==> src/rtl/stream_divider_if.sv <==
// rtl/stream_divider_if.sv - operand/result handshake bundle for stream_divider
interface stream_divider_if #(
  parameter int A_W = 32,
  parameter int B_W = 16
);
  logic           i_valid;
  logic           i_ready;
  logic [A_W-1:0] i_payload_a;
  logic [B_W-1:0] i_payload_b;
  logic           o_valid;
  logic           o_ready;
  logic [A_W-1:0] o_payload_q;
  logic [B_W-1:0] o_payload_r;
  logic           o_dbz;

  modport slave (
    input  i_valid, i_payload_a, i_payload_b, o_ready,
    output i_ready, o_valid, o_payload_q, o_payload_r, o_dbz
  );

  modport master (
    output i_valid, i_payload_a, i_payload_b, o_ready,
    input  i_ready, o_valid, o_payload_q, o_payload_r, o_dbz
  );
endinterface

==> src/rtl/stream_divider.sv <==
// rtl/stream_divider.sv - sequential radix-2 restoring unsigned divider
module stream_divider #(
  parameter int A_W = 32,
  parameter int B_W = 16
) (
  input  logic              clk,
  input  logic              rst,
  stream_divider_if.slave   s
);
  localparam int CNT_W = (A_W > 1) ? $clog2(A_W) : 1;

  typedef enum logic [1:0] {IDLE, BUSY, DONE} state_t;

  state_t           state_q, state_d;
  logic [CNT_W-1:0] cnt_q, cnt_d;
  logic [A_W-1:0]   a_q, a_d;
  logic [B_W-1:0]   b_q, b_d;
  logic [B_W-1:0]   rem_q, rem_d;
  logic             dbz_q, dbz_d;
  logic             start_q, start_d;

  logic [B_W:0]     partial;
  logic [B_W:0]     diff;

  // a_q doubles as the dividend shifter and the quotient accumulator.
  assign partial = {rem_q, a_q[A_W-1]};
  assign diff    = partial - {1'b0, b_q};

  always_comb begin
    state_d = state_q;
    cnt_d   = cnt_q;
    a_d     = a_q;
    b_d     = b_q;
    rem_d   = rem_q;
    dbz_d   = dbz_q;
    start_d = start_q;
    case (state_q)
      IDLE: begin
        if (s.i_valid) begin
          if (s.i_payload_b != '0) begin
            a_d     = s.i_payload_a;
            b_d     = s.i_payload_b;
            rem_d   = '0;
            cnt_d   = '0;
            dbz_d   = 1'b0;
            start_d = 1'b1;
            state_d = BUSY;
          end else begin
            a_d     = '1;
            b_d     = '0;
            rem_d   = s.i_payload_a[B_W-1:0];
            dbz_d   = 1'b1;
            state_d = DONE;
          end
        end
      end
      BUSY: begin
        // First BUSY cycle is a settle cycle; iterations follow on every edge after it.
        if (start_q) begin
          start_d = 1'b0;
        end else begin
          if (!diff[B_W]) begin
            rem_d = diff[B_W-1:0];
            a_d   = {a_q[A_W-2:0], 1'b1};
          end else begin
            rem_d = partial[B_W-1:0];
            a_d   = {a_q[A_W-2:0], 1'b0};
          end
          if (cnt_q == CNT_W'(A_W - 1)) begin
            state_d = DONE;
          end else begin
            cnt_d = cnt_q + 1'b1;
          end
        end
      end
      DONE: begin
        if (s.o_ready) begin
          state_d = IDLE;
        end
      end
      default: state_d = IDLE;
    endcase
  end

  always_ff @(posedge clk or posedge rst) begin
    if (rst) begin
      state_q <= IDLE;
      cnt_q   <= '0;
      a_q     <= '0;
      b_q     <= '0;
      rem_q   <= '0;
      dbz_q   <= 1'b0;
      start_q <= 1'b0;
    end else begin
      state_q <= state_d;
      cnt_q   <= cnt_d;
      a_q     <= a_d;
      b_q     <= b_d;
      rem_q   <= rem_d;
      dbz_q   <= dbz_d;
      start_q <= start_d;
    end
  end

  assign s.i_ready     = (state_q == IDLE);
  assign s.o_valid     = (state_q == DONE);
  assign s.o_payload_q = a_q;
  assign s.o_payload_r = rem_q;
  assign s.o_dbz       = dbz_q;
endmodule
==> src/flat_wrapper.sv <==
// flat-port wrapper written by rule: the top's interface ports become plain ports
module stream_divider_flat 
#(
  parameter int A_W = 32,
  parameter int B_W = 16
)
  (clk, rst, s_i_valid, s_i_payload_a, s_i_payload_b, s_o_ready, s_i_ready, s_o_valid, s_o_payload_q, s_o_payload_r, s_o_dbz);
  stream_divider_if #(.A_W(A_W), .B_W(B_W)) s_i ();
  input  logic clk;
  input  logic rst;
  input wire logic [$bits(s_i.i_valid)-1:0] s_i_valid;
  input wire logic [$bits(s_i.i_payload_a)-1:0] s_i_payload_a;
  input wire logic [$bits(s_i.i_payload_b)-1:0] s_i_payload_b;
  input wire logic [$bits(s_i.o_ready)-1:0] s_o_ready;
  output wire logic [$bits(s_i.i_ready)-1:0] s_i_ready;
  output wire logic [$bits(s_i.o_valid)-1:0] s_o_valid;
  output wire logic [$bits(s_i.o_payload_q)-1:0] s_o_payload_q;
  output wire logic [$bits(s_i.o_payload_r)-1:0] s_o_payload_r;
  output wire logic [$bits(s_i.o_dbz)-1:0] s_o_dbz;
  assign s_i.i_valid = s_i_valid;
  assign s_i.i_payload_a = s_i_payload_a;
  assign s_i.i_payload_b = s_i_payload_b;
  assign s_i.o_ready = s_o_ready;
  assign s_i_ready = s_i.i_ready;
  assign s_o_valid = s_i.o_valid;
  assign s_o_payload_q = s_i.o_payload_q;
  assign s_o_payload_r = s_i.o_payload_r;
  assign s_o_dbz = s_i.o_dbz;
  stream_divider #(.A_W(A_W), .B_W(B_W)) u_core (.clk(clk), .rst(rst), .s(s_i));
endmodule
==> config.mk <==
export PLATFORM = sky130hd
export DESIGN_NAME = stream_divider_flat
export DESIGN_NICKNAME = d
export VERILOG_FILES = /design/src/rtl/stream_divider_if.sv /design/src/rtl/stream_divider.sv /design/src/flat_wrapper.sv
export SDC_FILE = /design/constraint.sdc
export NUM_CORES = 1
export LEC_CHECK = 0
export ABC_AREA = 0
export CAP_MARGIN = 20
export CORE_UTILIZATION = 52
export CTS_BUF_LIST = sky130_fd_sc_hd__clkbuf_4
export CTS_CLUSTER_SIZE = 10
export DETAILED_ROUTE_END_ITERATION = 6
export PLACE_DENSITY = 0.92
export SETUP_SLACK_MARGIN = 0.5
export SLEW_MARGIN = 10
export SYNTH_ARGS = -nofsm -noshare
export SYNTH_HDL_FRONTEND = slang
export SYNTH_SLANG_ARGS = --single-unit
==> constraint.sdc <==
create_clock -name clk -period 3.3 [get_ports clk]
set_input_delay 0.495 -clock clk [delete_from_list [all_inputs] [get_ports clk]]
set_output_delay 0.495 -clock clk [all_outputs]
set_load 0.005 [all_outputs]
# Word-level counts from Yosys, hierarchy flattened
# Index checks and enable logic that the tools add are counted.
# totals
inputBits	52
out_inout_bits	51
word_cells	52
reg_bits	73
# classes
n_reduce_logical	8
eq_ne	9
add_sub_neg	2
mux	26
# ops
op	count
32-bit two-way mux	3
16-bit two-way mux	5
32-bit one-hot mux with 2 select lines	1
16-bit one-hot mux with 2 select lines	1
5-bit two-way mux	4
17-bit by 16-bit subtractor with 17-bit output	1
16-bit nonzero test	1
2-bit two-way mux	5
5-bit one-hot mux with 2 select lines	1
2-bit != test, second input constant	4
2-bit one-hot mux with 3 select lines	1
3-bit AND reduction	2
5-bit by 1-bit adder with 5-bit output, second input constant	1
5-bit == test, second input constant	1
5-bit AND reduction	1
1-bit two-way mux	4
2-bit by 1-bit != test with 1-bit output, second input constant	2
4-bit AND reduction	1
2-bit by 1-bit == test with 1-bit output, second input constant	1
2-bit == test, second input constant	1
2-bit logical NOT	1
1-bit one-hot mux with 2 select lines	1
2-bit AND reduction	1
2-bit nonzero test	1

# Logic depth before layout (Yosys ltp)
# depth
word_depth	4
depth_mapped	11
mapped_depth_nobuf	10

# Worst setup path before layout
# No wires, ideal clock.
# synth_timing
path_type	reg2reg
startpoint	register u_core.a_q[31] (netlist: u_core.s.o_payload_q[31])
endpoint	register u_core.rem_q[14] (netlist: u_core.s.o_payload_r[14])
stages_incl_launch_ff	11
arrival_ns	2.230
setup_ns	0.120
synth_period_minus_slack_ns	2.350
required_ns	3.180
n_path_buf	0
path_slack_ns	0.950
cell_sequence	dfrtp_1 -> inv_1 -> ha_1 -> fa_1 -> nand2b_1 -> a21oi_1 -> nor2b_1 -> o31ai_1 -> a21oi_1 -> xnor2_1 -> a31o_2
# synth_between
elab_chain_cells	4
# synth_rtl
element	line_no	text
from (decl)	stream_divider.sv:16	logic [A_W-1:0] a_q, a_d;
from (signal assigned)	stream_divider.sv:89	a_q <= '0;
from (signal assigned)	stream_divider.sv:97	a_q <= a_d;
17-bit by 16-bit subtractor with 17-bit output	stream_divider.sv:27	assign diff = partial - {1'b0, b_q};
16-bit two-way mux	stream_divider.sv:62	if (!diff[B_W]) begin
16-bit two-way mux	stream_divider.sv:59	if (start_q) begin
16-bit one-hot mux with 2 select lines	stream_divider.sv:37	case (state_q)
to (signal assigned)	stream_divider.sv:99	rem_q <= rem_d;
to (decl)	stream_divider.sv:18	logic [B_W-1:0] rem_q, rem_d;
# Every way passes these cells. The select of a mux whose other input is x is not followed.
# A chain may end at the register's enable or synchronous reset.

# Final worst setup path
# layout_timing
startpoint	register u_core.a_q[31] (netlist: u_core.s.o_payload_q[31])
endpoint	register u_core.rem_q[0] (netlist: u_core.s.o_payload_r[0])
# layout_between
elab_chain_cells	4
# layout_rtl
element	line_no
17-bit by 16-bit subtractor with 17-bit output	stream_divider.sv:27
16-bit two-way mux (*)	stream_divider.sv:62
16-bit two-way mux (*)	stream_divider.sv:59
16-bit one-hot mux with 2 select lines (*)	stream_divider.sv:37
# Mark *: on every way between the ends. The rest lies on a longest branch, timed or not. The select of a mux whose other input is x is not followed.

==> impl_metrics.py <==
metrics = {
    "run_status": {
        "outcome": "complete, no violations",
    },
    "drt": {
        "vias_per_cell": 5.91,
        "drt_iter0_markers": 222,
        "wl_um": 11400,
        "wl_per_cell_um": 16.6,
        "drcViolationCount": 0,
        "firstDrtPassIters": 5,
        "vias": 4055,
        "route.antenna.remaining_nets": 0,
    },
    "worst_setup_path": {
        "cp_max_fo": 20,
        "reg2reg_to": "u_core.s.o_payload_r[0]",
        "r2r_slack_ns": 0.70,
        "worstPathRequired_ns": 3.65,
        "end_kind": "flop",
        "cp-start-kind": "flop",
        "critical_path.max_stage_delay_ns": 0.40,
        "rr_startpoint": "u_core.s.o_payload_q[31]",
        "slowest_stage": "fa_1",
        "cp_num_buf_inv": 2,
        "r2r_cells": 10,
        "worstSetupPathType": "reg2reg",
        "arrival_ns": 2.95,
        "critPathMostFrequentCell": "o21ai_2",
        "crit_family": "compound AO/OA/AOI/OAI gates",
        "worstPathCellList": "inv_1 > ha_1 > fa_1 > nand2b_1 > a21oi_1 > o21ai_2 > a211oi_2 > buf_6 > mux2_4 > o21ai_2",
    },
    "timing": {
        "relSlewSlack_pct": 39.6,
        "hold_violations": 0,
        "max_freq_ghz": 0.385,
        "setup_tns_ns": 0,
        "fin_crit_sh_pct": 78.7,
        "finalMaxSlewViolations": 0,
        "post-route-min-period_ns": 2.60,
        "grt_setup_unrepaired": "no",
        "worst_pin_slew_ns": 0.906,
        "setup_viol": 0,
        "clock_skew_ns": 0.0136,
        "hold_slack_ns": 0.511,
    },
    "synth": {
        "seq_area_frac_synth_pct": 43.0,
        "synth.most_common_cell": "o21ai_0",
        "synthCells": 484,
        "synth_fp_nets": 555,
        "synthTopCellsByArea": "dfrtp_1, o21ai_0, nand2_1",
        "yosys_warnings": 0,
        "synth_enable_flop_cells": 0,
        "synth_common_cells": "o21ai_0, dfrtp_1, nand2_1",
        "async_reset_ff_share_pct": 100,
        "syn_avg_cell_area_sq_um": 8.78,
        "synth_cell_types": 49,
        "ys_ff_latch": 73,
        "netlist_area_sq_um": 4250,
        "synth_ff_type": "dfrtp_1",
        "synth_top_area_share_pct": 43.0,
        "synth_largest_area_cell": "dfrtp_1",
    },
    "power": {
        "peakVddDrop_mv": 0.799,
        "leakagePower_nw": 2.27,
        "power.density_nw_per_um2": 1280,
    },
    "global_route": {
        "grt_pass1_wl_um": 18800,
        "grt_usage_pct": 28.1,
        "grt-ovfl-total": 0,
        "grt_pass1_vias": 3897,
        "antenna_found_initial": 0,
        "grt_max_degree": 78,
    },
    "cells_and_area": {
        "area_delta_synth_final_pct": 30.2,
        "drive_above_1_share_pct": 7.36,
        "final_cells": 686,
        "post-route-util_pct": 70.8,
        "final_net_count": 650,
        "diodes": 0,
    },
    "clocking": {
        "clock-sinks": 73,
        "cts_tree": "done",
        "cts_max_path_buffers": 2,
        "clkLatencyLatePin_ns": 0.43,
        "htree_levels": 3,
        "root_buffer": "clkbuf_4",
        "numCtsBuffers": 9,
        "clk_pin_slew_worst_paths_ns": 0.12,
    },
    "min_path": {
        "hold_end": "u_core.cnt_q[4]",
        "hold_class": "reg2reg",
        "hold_depth": 2,
        "hp-start": "u_core.cnt_q[4]",
    },
    "place": {
        "io_buffers": 102,
        "gp_congestion": 0.860,
        "dp_cells": 669,
        "hpwl_um": 8260,
    },
    "die": {
        "ios": 103,
        "die_w_um": 92.4,
        "die-area_sq_um": 8540,
        "row_count": 32,
        "die_h_um": 92.4,
        "initial_utilization_pct": 54.4,
        "core_sq_um": 7810,
    },
    "run": {
        "maxCapViolCount": 0,
    },
}
## tightest hold or removal path: cells and delay by family (launching register included)
| kind | cells | cell delay [ns] |
|---|---|---|
| AOI/OAI and AO/OA | 1 | 0.06 |
| and+or+nand+nor | 1 | 0.05 |
| DFF | 1 | 0.37 |
## registers in the layout, indices dropped and copies added (netlist names)
name,flops
u_core.state_q,2
u_core.s.o_payload_r,16
u_core.s.o_payload_q,32
u_core.b_q,16
u_core.cnt_q,5
u_core.s.o_dbz,1
u_core.start_q,1
## cells in the final DEF, fill, tap and decap left out, types with 3 or more instances in the layout
cell type and n:
a22oi_1 15, nor2b_1 6, o21a_1 4, nand3_1 3
dfrtp_1 73, inv_1 21, nand2_1 73, mux2i_1 11
xnor2_1 10, or3_1 16, buf_4 7, nor4_1 5
o21ai_2 4, o22ai_1 17, nor2_1 15, ha_1 18
o21ai_1 8, nand2b_1 7, a21oi_1 22, xor2_1 5
o21ai_0 90, clkbuf_4 10, clkdlybuf4s50_1 102
## worst max-delay path by stage
stage,from,endpoint,slack [ns],cells after the start
5_1_grt,u_core.s.o_payload_q[31],u_core.s.o_payload_r[0],0.55,10
3_3_place_gp,s_i_payload_b[11],u_core.s.o_payload_q[31],0.54,6
3_5_place_dp,s_i_payload_b[11],u_core.s.o_payload_q[20],0.54,6
4_1_cts,u_core.s.o_payload_q[31],u_core.s.o_payload_r[0],0.66,10
6_report,u_core.s.o_payload_q[31],u_core.s.o_payload_r[0],0.70,10
2_1_floorplan,rst,u_core.b_q[0],0.95,1
## cells by family after synthesis
| logic type | count (synthesis) | share of synthesized area (%) |
|---|---|---|
| AND/OR/NAND/NOR | 132 | 14.3 |
| buffers and inverters | 49 | 4.89 |
| XOR/XNOR | 15 | 3.09 |
| adder cells (fa/ha/maj) | 19 | 5.77 |
| multiplexers | 14 | 3.56 |
| AO/OA/AOI/OAI | 182 | 25.4 |
| flip-flops | 73 | 43.0 |
## stage by stage
stage | cell area [sq um] | total power, mW | setup WS, ns
4_1_cts | 5500 | 7.02 | 0.664
3_3_place_gp | 5330 | 6.11 | 0.538
2_1_floorplan | 4250 | 4.94 | 0.950
6_report | 5530 | 7.10 | 0.703
5_1_grt | 5530 | 7.70 | 0.554
3_5_place_dp | 5330 | 6.32 | 0.536
## timing repair
| item | in CTS | in global routing |
|---|---|---|
| setup buffers | 0 | 0 |
| gates resized for setup | 0 | 2 |
| endpoints found under the setup margin | 0 | 2 |
| hold buffers | 0 | 0 |
## routing by layer
metal  vias to the layer above  track usage (%)  share of wire, %
li1                       1924                -                 -
met1                      1970             36.9                43
met2                       136             46.1                49
met3                        25             6.49               6.1
met4                         0             8.46               2.0
met5                         -                0                 0
## cell type report
class                           instances  area (sq um)
Sequential cell                        73          1830
Tap cell                              102           128
Clock buffer                           10          75.1
Fill cell                             596          2280
Multi-Input combinational cell        362          2220
Inverter                               22          82.6
Clock inverter                          6          92.6
Timing Repair Buffer                  111          1100
## power by group
| group | switching (mW) | leakage [nW] | internal [mW] | total (mW) |
|---|---|---|---|---|
| Sequential | 0.399 | 0.889 | 1.39 | 1.79 |
| Clock | 0.334 | 0.0828 | 0.318 | 0.651 |
| Combinational | 2.44 | 1.30 | 2.21 | 4.66 |
| Total | 3.18 | 2.27 | 3.92 | 7.10 |
Power figures use the tool's default switching activity.
==> patch 1: new RTL, same settings <==
`A_W` is set to 32 in 3 places; all go to 128.
--- a/src/rtl/stream_divider_if.sv
+++ b/src/rtl/stream_divider_if.sv
@@ -1,6 +1,6 @@
 // rtl/stream_divider_if.sv - operand/result handshake bundle for stream_divider
 interface stream_divider_if #(
-  parameter int A_W = 32,
+  parameter int A_W = 128,
   parameter int B_W = 16
 );
   logic           i_valid;
--- a/src/rtl/stream_divider.sv
+++ b/src/rtl/stream_divider.sv
@@ -1,6 +1,6 @@
 // rtl/stream_divider.sv - sequential radix-2 restoring unsigned divider
 module stream_divider #(
-  parameter int A_W = 32,
+  parameter int A_W = 128,
   parameter int B_W = 16
 ) (
   input  logic              clk,
--- a/src/flat_wrapper.sv
+++ b/src/flat_wrapper.sv
@@ -1,7 +1,7 @@
 // flat-port wrapper written by rule: the top's interface ports become plain ports
 module stream_divider_flat 
 #(
-  parameter int A_W = 32,
+  parameter int A_W = 128,
   parameter int B_W = 16
 )
   (clk, rst, s_i_valid, s_i_payload_a, s_i_payload_b, s_o_ready, s_i_ready, s_o_valid, s_o_payload_q, s_o_payload_r, s_o_dbz);
Interface: changed (resized s_i_payload_a and s_o_payload_q); port bits go from 103 to 295. No check against the original RTL was run, so the function may have changed too.
==> patch 1 against the unedited design <==
- fmax fell by 2.1%
- wire length rose to 2.5 times the old value
- hold slack got worse by 0.16 ns
- largest cell class unchanged
- synthesized area rose by 110%
- final area rose by 130%
- power rose by 62%
- setup slack got worse by 0.057 ns
- critical endpoint unchanged
- sequential cell count rose by 98
- non-clock buffer count rose by 212
- utilization rose by 4.6 points
==> patch 1: results (changes against the unedited design) <==
| Metric | Value |
|---|---|
| CP peak stage delay | 0.40 ns (about the same) |
| Syn Area/Cell | 8.549 um2 (-2.6%) |
| Worst setup path start | u_core.s.o_payload_q[127] |
| Max reg flops | 128 (+300%) |
| Family with the most delay on the worst path | compound AO/OA/AOI/OAI gates |
| R2R Setup Slk | 0.65 ns (-0.06 ns) |
| Placement Cell Area | 0.01224 mm2 (+130%) |
| Non-Filler Instances | 1542 (+120%) |
| First-pass GRT wire length | 45950 um (+140%) |
| Worst R2R Path Depth | 11 (+1) |
| Met2 Routed Length | 13800 um (+150%) |
| Place WS | 0.3838 ns (-0.1525 ns) |
| Layout cells sized above 1 | 0.05905 (-0.01458) |
| DRT iter0 DRCs | 713 (+220%) |
| Worst slew pin tran | 0.8311 ns (-0.07489 ns) |
| Worst Path Arrival | 3.17 ns (+0.22 ns) |
| Clk_lat worst skew | 0.59 ns (+0.16 ns) |
| Routed wire per std cell | 18.60 um (+12%) |
| Switching Share | 0.3831 (-0.06450) |
| Routing usage on met1 | 0.4063 (+0.03682) |
| Count of input and output buffers | 294 (+190%) |
| Final hold slack | 0.3521 ns (-0.1594 ns) |
| Max Freq | 376.8 MHz (-2.1%) |
| Met3 WL | 2330 um (+240%) |
| CTS clock-pin slew for the worst setup and hold paths | 0.14 ns (+0.02 ns) |
| Compound-Gate Fraction of Synth Area | 0.1903 (-0.06385) |
| Vias per inst | 5.894 (-0.28%) |
| Synth unique cells | 52 (+6.1%) |
| Clock tree buffer depth | 2 (unchanged) |
| Status | finished clean |
| Mux cell area share after synthesis | 0.01696 (-0.01867) |
| Crit path capture type | flip-flop |
| CP Max Fanout | 10 (-50%) |
| CTS Root Cell | clkbuf_4 |
| H-tree lvl count | 4 (+1) |
| Post-Synth XOR/XNOR Area | 0.01668 (-0.01424) |
| Worst Hold Class | in -> async |
| Initial antenna violation count | 1 (+1) |
| # resized after CTS | 0 (unchanged) |
| Share of synthesized flip-flops with an asynchronous set or reset | 1.000 (unchanged) |
| Post-synthesis adder-cell area fraction | 0.02585 (-0.03186) |
| GR Util All Layers | 0.3284 (+0.04761) |
| Dpl hpwl | 20440 um (+150%) |
| Vias in the first global route | 8960 (+130%) |
| Grt met2 use | 0.5292 (+0.06811) |
| Synth cell count leaders | 171 x dfrtp_1, 163 x nand2_1, 149 x nor2_1 |
| Met1 wire length | 11310 um (+130%) |
| Largest net degree at the start of global routing | 77 (-1.3%) |
| Post-Syn Nets | 1219 (+120%) |
| Num CTS Buffers | 17 (+8) |
| Max VDD drop | 487.7 uV (-39%) |
| DR top layer | met4 |
| P_leak | 0.004941 uW (+120%) |
| Synth area leaders | dfrtp_1 48%, o31ai_1 11%, nor3_1 7.1% |
| GPL Wtd Cong | 0.9087 (+5.7%) |
| Clk_skew | 0.02013 ns (+0.006522 ns) |
| Register area share after synthesis | 0.4753 (+0.04541) |
| Postcts setup bufs | 3 (+3) |
| Met3 Use GR | 0.09589 (+0.03103) |
[patch 1: cell types whose count changed after synthesis, moves of 52 or more]
cell	unedited run	this run
nor2_1	15	149
nor3_1	1	127
o31ai_1	2	128
dfrtp_1	73	171
nand2_1	73	163
clkbuf_1	20	72
[patch 1: power by group through the flow]
stage | registers, uW | clock network [uW] | logic [uW]
after global placement | 3970 | 0 | 5680
after CTS | 3980 | 1460 | 6010
after global routing | 4130 | 1540 | 6560
final | 4000 | 1430 | 6080
after floorplan | 3910 | 0 | 3010
after detailed placement | 4000 | 0 | 5850
[patch 1: final cells by class]
type | count | area (um2)
diodes | 1 | 2.502
clock buffers | 18 | 135.1
clock inverters | 14 | 211.5
fillers | 1153 | 4125
inverters | 21 | 82.58
multi-input cells | 774 | 4325
flip-flops and latches | 171 | 4279
well taps | 220 | 275.3
repair buffers | 323 | 3323
==> patch 2: new RTL, same settings <==
Made on the original files. Take the reset off `a_q` and load it in a clocked block of its own.
--- a/src/rtl/stream_divider.sv
+++ b/src/rtl/stream_divider.sv
@@ -86,7 +86,6 @@
     if (rst) begin
       state_q <= IDLE;
       cnt_q   <= '0;
-      a_q     <= '0;
       b_q     <= '0;
       rem_q   <= '0;
       dbz_q   <= 1'b0;
@@ -94,12 +93,15 @@
     end else begin
       state_q <= state_d;
       cnt_q   <= cnt_d;
-      a_q     <= a_d;
       b_q     <= b_d;
       rem_q   <= rem_d;
       dbz_q   <= dbz_d;
       start_q <= start_d;
     end
+  end
+
+  always_ff @(posedge clk) begin
+    a_q <= a_d;
   end
 
   assign s.i_ready     = (state_q == IDLE);
Behaviour: not the same (a bounded check fails within 4 cycles, from zero or initial values and one cycle with rst high).
==> patch 2 against the unedited design <==
- die area is 0.66% higher
- sequential cell count unchanged
- clock skew is 0.0055 ns higher
- critical path type unchanged
- final area about the same
- critical path depth stayed put
- highest routed layer unchanged
- largest power group unchanged
- wire length up 0.25%
- power decreased by 3.9%
- clock power down 11%
- fmax decreased by 2.8%
- utilization decreased by 0.30 points
- setup slack worse by 0.073 ns
- global-route usage shrank 1.2 points
- synthesized area grew 0.68%
==> patch 2: results (changes against the unedited design) <==
| Metric | Value |
|---|---|
| Status | finished clean |
| Fill count | 606 (+1.7%) |
| Crit-path slowest cell | edfxtp_1 |
| Placed Cells | 658 (-1.6%) |
| Worst Path Arrival | 3.04 ns (+0.09 ns) |
| Clk_lat worst skew | 0.45 ns (+0.02 ns) |
| GR Util All Layers | 0.2691 (-0.01162) |
| Synth area leaders | dfrtp_1 24%, edfxtp_1 22%, o21ai_0 10% |
| Post-Syn Nets | 546 (-1.6%) |
| Final net count | 643 (-1.1%) |
| Post-synth EDFFs | 32 (+32) |
| H-tree lvl count | 3 (unchanged) |
| GPL Wtd Cong | 0.9021 (+4.9%) |
| CTS clock-pin slew for the worst setup and hold paths | 0.14 ns (+0.02 ns) |
| Vias in the first global route | 3703 (-5.0%) |
| Clk_skew | 0.01906 ns (+0.005456 ns) |
| Max VDD drop | 542.6 uV (-32%) |
| CTS Root Cell | clkbuf_4 |
| Register area share after synthesis | 0.4645 (+0.03455) |
| Synth unique cells | 52 (+6.1%) |
| Family with the most delay on the worst path | simple AND/OR/NAND/NOR gates |
| Dpl hpwl | 8003 um (-3.1%) |
| First-pass GRT wire length | 17950 um (-4.7%) |
| Place WS | 0.2927 ns (-0.2436 ns) |
| Worst Hold Class | in -> async |
| Relative slew slack | 0.3907 (-0.005270) |
| Layout cells sized above 1 | 0.06932 (-0.004306) |
| CP Max Fanout | 5 (-75%) |
| # resized after CTS | 2 (+2) |
| Synth cell count leaders | 94 x nand2_1, 89 x o21ai_0, 41 x dfrtp_1 |
| Worst setup path start | u_core.s.o_payload_q[31] |
| Synth warnings | 0 (unchanged) |
| DRT iter0 DRCs | 303 (+36%) |
| Final wirelength | 11430 um (+0.25%) |
| Count of input and output buffers | 102 (unchanged) |
| DR pass1 iterations | 7 (+2) |
| Largest net degree at the start of global routing | 48 (-38%) |
| Share of synthesized flip-flops with an asynchronous set or reset | 0.5616 (-0.4384) |
| Vias per inst | 5.946 (+0.58%) |
| P_leak | 0.002380 uW (+4.7%) |
| Postcts setup bufs | 0 (unchanged) |
| Total grt overflow | 0 (unchanged) |
| Non-Filler Instances | 679 (-1.0%) |
| Post-Synthesis Cells | 475 (-1.9%) |
## patch 2: kinds of logic (layout without fill, tap and decap cells)
group	Yosys count	after routing	share of synthesized area
AO/OA/AOI/OAI	155	155	0.2126
XOR/XNOR	14	14	0.02866
adder cells (fa/ha/maj)	19	19	0.05733
buffers and inverters	48	148	0.05060
flip-flops	73	73	0.4645
multiplexers	11	11	0.02603
AND/OR/NAND/NOR	155	157	0.1603
## patch 2: power by group
part,switching [uW],internal (uW)
registers,333,1590
logic,2380,1950
clock network,348,229
## patch 2: cell type report
cell class | instances | area (um2) | share of cell area
sequential | 73 | 1987 | 0.3590
tap | 102 | 127.6 | 0.02306
clock inverter | 7 | 70.07 | 0.01266
clock buffer | 9 | 67.56 | 0.01221
timing repair buffer | 111 | 1089 | 0.1967
inverter | 21 | 78.83 | 0.01424
multi-input combinational | 356 | 2116 | 0.3822
## patch 2: final timing paths
kind,end,slack [ns],depth (start not counted)
worst min register to register,u_core.s.o_dbz,0.52,1
max in group asynchronous,u_core.state_q[0],2.47,3
worst min-delay path,u_core.b_q[4],0.45,3
worst max register to register,u_core.s.o_payload_r[15],0.63,10
min in group clk,u_core.s.o_dbz,0.52,1
worst max-delay path,u_core.s.o_payload_r[15],0.63,10
## patch 2: metrics by stage
stage / util / hold WS, ns / instance area (um2) / total power, uW
global route: 0.7054 / 0.5257 / 5535 / 7301
global placement: 0.6806 / 0.4670 / 5341 / 5744
floorplan: - / 0.4488 / 4278 / 4706
CTS: 0.6985 / 0.4845 / 5482 / 6580
detailed placement: 0.6806 / 0.4900 / 5341 / 5974
finish: 0.7054 / 0.4547 / 5535 / 6824
## patch 2: per-layer routing
metal  track usage  up-vias  wire length, um
li1              -     1892                -
met1        0.3434     1891             4588
met2        0.4617      221             5665
met3       0.04598       33              891
met4       0.09487        0              288
met5             0        -                0
